File: config.mk
export PLATFORM = sky130hd
export DESIGN_NAME = l_gates_bist_ctrl
export DESIGN_NICKNAME = d
export VERILOG_FILES = /design/src/rtl/l_gates_bist_ctrl.sv
export SDC_FILE = /design/constraint.sdc
export NUM_CORES = 1
export LEC_CHECK = 0
export CELL_PAD_IN_SITES_DETAIL_PLACEMENT = 1
export CELL_PAD_IN_SITES_GLOBAL_PLACEMENT = 2
export CORE_MARGIN = 10
export CORE_UTILIZATION = 31
export DETAILED_ROUTE_END_ITERATION = 16
export PLACE_DENSITY = 0.92
export SYNTH_ARGS = -nofsm -noshare
export SYNTH_HDL_FRONTEND = slang
export SYNTH_SLANG_ARGS = --single-unit
File: constraint.sdc
create_clock -name clk -period 6.55 [get_ports clk]
set_clock_uncertainty 0.2 [all_clocks]
set_input_delay 1.6375 -clock clk [delete_from_list [all_inputs] [get_ports clk]]
set_output_delay 1.6375 -clock clk [all_outputs]
set_load 0.01 [all_outputs]
File: src/rtl/l_gates_bist_ctrl.sv
// rtl/l_gates_bist_ctrl.sv - BIST sequencer for the 7-output two-input logic-gate block
module l_gates_bist_ctrl #(
  parameter int SETTLE_CYCLES = 2,
  parameter bit HOLD_LAST     = 1'b1
) (
  input  logic       clk,
  input  logic       rst,
  input  logic       start,
  input  logic [6:0] gate_y,
  output logic       gate_a,
  output logic       gate_b,
  output logic       busy,
  output logic       done,
  output logic       pass,
  output logic [6:0] fail_mask,
  output logic [2:0] err_count,
  output logic [1:0] vec_idx
);

  typedef enum logic [1:0] {IDLE, SETTLE, CHECK, DONE} state_t;

  localparam logic [3:0] RELOAD = 4'(SETTLE_CYCLES - 1);

  state_t     state;
  logic [3:0] settle_cnt;
  logic [6:0] mismatch;

  // Bit order of the gate block: and, or, nand, nor, xor, xnor, not-a.
  function automatic logic [6:0] golden(input logic [1:0] v);
    logic a;
    logic b;
    a = v[1];
    b = v[0];
    golden = {~a, ~(a ^ b), a ^ b, ~(a | b), ~(a & b), a | b, a & b};
  endfunction

  assign mismatch = gate_y ^ golden(vec_idx);

  always_ff @(posedge clk) begin
    if (rst) begin
      state      <= IDLE;
      settle_cnt <= 4'd0;
      gate_a     <= 1'b0;
      gate_b     <= 1'b0;
      busy       <= 1'b0;
      done       <= 1'b0;
      pass       <= 1'b0;
      fail_mask  <= 7'd0;
      err_count  <= 3'd0;
      vec_idx    <= 2'd0;
    end else begin
      case (state)
        IDLE: begin
          if (start) begin
            state      <= SETTLE;
            vec_idx    <= 2'd0;
            gate_a     <= 1'b0;
            gate_b     <= 1'b0;
            settle_cnt <= RELOAD;
            fail_mask  <= 7'd0;
            err_count  <= 3'd0;
            pass       <= 1'b0;
            busy       <= 1'b1;
          end
        end
        SETTLE: begin
          if (settle_cnt != 4'd0) begin
            settle_cnt <= settle_cnt - 4'd1;
          end else begin
            state <= CHECK;
          end
        end
        CHECK: begin
          fail_mask <= fail_mask | mismatch;
          if ((|mismatch) && (err_count != 3'd4)) begin
            err_count <= err_count + 3'd1;
          end
          if (vec_idx != 2'd3) begin
            vec_idx           <= vec_idx + 2'd1;
            {gate_a, gate_b}  <= vec_idx + 2'd1;
            settle_cnt        <= RELOAD;
            state             <= SETTLE;
          end else begin
            // Fold in the last compare directly; fail_mask is not updated yet.
            pass  <= ((fail_mask | mismatch) == 7'd0);
            done  <= 1'b1;
            state <= DONE;
          end
        end
        DONE: begin
          done  <= 1'b0;
          busy  <= 1'b0;
          state <= IDLE;
          if (!HOLD_LAST) begin
            gate_a  <= 1'b0;
            gate_b  <= 1'b0;
            vec_idx <= 2'd0;
          end
        end
        default: state <= IDLE;
      endcase
    end
  end

endmodule

==> qor.csv <==
stage,metric,value,unit
synthesis,"EDFF count, synth",0,
synthesis,biggest area consumer among synthesized cells,dfxtp_1,
routing,drt drc,0,
synthesis,ys flop type,dfxtp_1,
hold_path,min-delay src,busy,
timing,Setup TNS,0,ps
floorplanning,core area,3660,um2
timing,unrepaired setup endpoints after global routing,no,
worst_setup_path,crit-path max FO,6,
global_route,first-pass GRT wire length,4990,um
outcome,status,"finished, final reports clean",
synthesis,Synth top area share,0.358,
routing,first drt pass iteration count,4,
hold_path,Hold Path Sink,busy,
power_and_ir_drop,power after layout,0.276,mW
cts,CTS resizes,0,
worst_setup_path,WS Path Type,in -> reg,
routing,DR vias,993,
synthesis,#FFs+latches synth,21,
floorplanning,FP Rows,22,
floorplanning,Chip Width,81.6,um
finish,"commonest non-fill, non-tap cell in the layout",clkdlybuf4s50_1,
floorplanning,die area,6650,um2
power_and_ir_drop,Max VDD drop,0.0597,mV
placed_design,number of port buffers,26,
cts,Clock Path Buffers,2,
worst_setup_path,Worst R2R Path Depth,7,
global_route,largest net degree at the start of global routing,23,
synthesis,Ys Warns,0,
timing,Worst-Margin Slew,827,ps
timing,Peak Freq,298,MHz
cts,clock latency on the worst-skew pair,250,ps
routing,Routed WL,2970,um
hold_path,worst hold path stage count,2,
power_and_ir_drop,Pwr Density,184,nW/um2
flow_run,max cap viols,0,
hold_path,Hold Path Class,reg -> reg,
synthesis,register area share after synthesis,0.358,
cts,CTS Root Cell,clkbuf_8,
timing,final slew viol count,0,
power_and_ir_drop,Switching Share,0.268,
cts,htree depth,1,
routing,mean number of vias per cell,4.99,
global_route,grt ovf,0,
power_and_ir_drop,sw power,0.0741,mW
global_route,GRT Total Usage,0.0933,
finish,proportion of layout cells with a drive suffix above 1,0.0795,
worst_setup_path,Worst EP required,6530,ps
cts,CTS tree,built,
placed_design,GP Congestion,0.756,
power_and_ir_drop,design internal power,0.202,mW
cts,clock sink total,21,
finish,# diodes,0,
worst_setup_path,critical-path cell list,clkdlybuf4s50_1 -> nor3b_1 -> o22ai_2 -> nor4_4 -> mux2_4 -> nor2_1,
worst_setup_path,Critical Path End Type,register,
finish,most frequent cells in the layout,"26 x clkdlybuf4s50_1, 21 x dfxtp_1, 14 x nor2_1",
timing,final setup vio count,0,
floorplanning,Die H,81.6,um
worst_setup_path,worst reg2reg path endpoint,err_count[2],
floorplanning,Starting Density,0.321,
worst_setup_path,"Slowest-stage cell, CP",clkdlybuf4s50_1,
worst_setup_path,CP Launch Type,input port,
cts,Num CTS Buffers,3,
finish,layout net count,169,
worst_setup_path,Critical Path AT,3340,ps
timing,Max transition margin,0.447,
placed_design,HPWL Detailed,2370,um
placed_design,Setup Slack @ Placement,2920,ps
placed_design,dpl cells,195,
timing,period utilization,0.513,
finish,area grow syn2layout,27.7,%
synthesis,synthesized area per cell,9.11,um2
worst_setup_path,reg-to-reg critical path startpoint,gate_a,
synthesis,Syn Nets,146,
worst_setup_path,"Largest stage delay, worst path",510,ps
routing,antenna-violating nets left,0,
power_and_ir_drop,sequential power share,0.512,
timing,final hold vios,0,
timing,"Min Clock Period, post-route",3360,ps
cts,CTS Hold Bufs,0,
cts,Post-CTS Setup Repair Bufs,0,
power_and_ir_drop,clock power share,0.301,
worst_setup_path,flop2flop setup slack,4070,ps
synthesis,asr flop ratio synth,0,
cts,clk slew on worst S/H paths,70,ps
synthesis,Post-Syn Area,1170,um2
synthesis,Post-Synthesis Cells,129,
routing,routed len/inst,14.9,um
power_and_ir_drop,combinational fraction of design power,0.187,
synthesis,"top cells by area, synth","dfxtp_1 36%, ha_1 7.5%, a22oi_1 5.8%",
floorplanning,# IOs,27,
routing,DR iter-0 viols,34,
global_route,initial antenna violation count,0,
timing,setup slack after layout,3190,ps
global_route,vias in the first global route,1097,
finish,Finished Layout Cells,199,
power_and_ir_drop,Lkg Pwr,0.532,nW
synthesis,synth unique cells,39,
==> layout make-up <==
cell class	instances	area, um2
timing repair buffer	26	260
fill	439	2160
sequential	21	420
tap	48	60.1
clock buffer	4	45.0
multi-input combinational	92	684
inverter	8	30.0
==> power by group through the flow <==
stage | clock, mW | combinational [mW] | sequential, mW
floorplan | 0 | 0.0345 | 0.142
global placement | 0 | 0.0502 | 0.144
detailed placement | 0 | 0.0524 | 0.145
CTS | 0.0878 | 0.0526 | 0.142
global route | 0.0896 | 0.0577 | 0.143
finish | 0.0831 | 0.0516 | 0.141
==> stage by stage <==
step	util	hold slack [ps]	area, um2
finish	0.410	293	1500
global route	0.410	316	1500
CTS	0.410	296	1500
detailed placement	0.397	285	1460
global placement	0.397	274	1460
floorplan	-	287	1170
==> state kept, by name, summed over array words and instances, names as in the netlist <==
| name | flops |
|---|---|
| fail_mask | 7 |
| settle_cnt | 4 |
| err_count | 3 |
| state | 2 |
| busy | 1 |
| done | 1 |
| gate_a | 1 |
| pass | 1 |
| vec_idx | 1 |
==> worst max path at each step <==
| stage | start | to | slack [ps] |
|---|---|---|---|
| after global routing | gate_y[1] | err_count[2] | 3050 |
| after CTS | gate_y[1] | err_count[2] | 3180 |
| final | gate_y[1] | err_count[2] | 3190 |
| after floorplan | gate_y[3] | err_count[2] | 3600 |
| after detailed placement | gate_y[1] | err_count[2] | 2920 |
| after global placement | gate_y[1] | err_count[2] | 2990 |
==> metal layers <==
| layer | wire length [um] | track usage | part of all wire | up-vias |
|---|---|---|---|---|
| li1 | - | - | - | 496 |
| met1 | 1290 | 0.102 | 0.43 | 477 |
| met2 | 1500 | 0.164 | 0.51 | 18 |
| met3 | 151 | 0.0262 | 0.051 | 2 |
| met4 | 28 | 0.0415 | 0.0094 | 0 |
| met5 | 0 | 0 | 0 | - |
==> critical path: cells and delay by family <==
| family | cells | cell delay, ps |
|---|---|---|
| and+or+nand+nor | 3 | 730 |
| buffers and inverters | 1 | 510 |
| muxes | 1 | 330 |
| AOI/OAI and AO/OA | 1 | 130 |
==> kinds of logic after synthesis <==
family                   Yosys count  synth area share
AO/OA/AOI/OAI                     28             0.175
multiplexers                       2            0.0224
buffers and inverters             16            0.0596
flip-flops                        21             0.358
XOR/XNOR                           9            0.0671
AND/OR/NAND/NOR                   46             0.244
adder cells (fa/ha/maj)            7            0.0745
==> cell usage after synthesis (2+ instances only) <==
| cell type | number |
|---|---|
| ha_1 | 7 |
| o21bai_1 | 2 |
| nor2_1 | 14 |
| buf_4 | 2 |
| nor4_1 | 2 |
| o2111ai_1 | 2 |
| nor3b_1 | 3 |
| xnor2_1 | 5 |
| xor2_1 | 4 |
| nand4b_1 | 2 |
| a21oi_1 | 6 |
| a211oi_1 | 2 |
| nor2b_1 | 4 |
| dfxtp_1 | 21 |
| a22oi_1 | 9 |
| nor3_1 | 3 |
| nand2b_1 | 3 |
| nand2_1 | 6 |
| clkbuf_1 | 3 |
| buf_2 | 2 |
| o41ai_1 | 2 |
| inv_1 | 8 |
No activity file was read; power rests on OpenSTA's default activity.
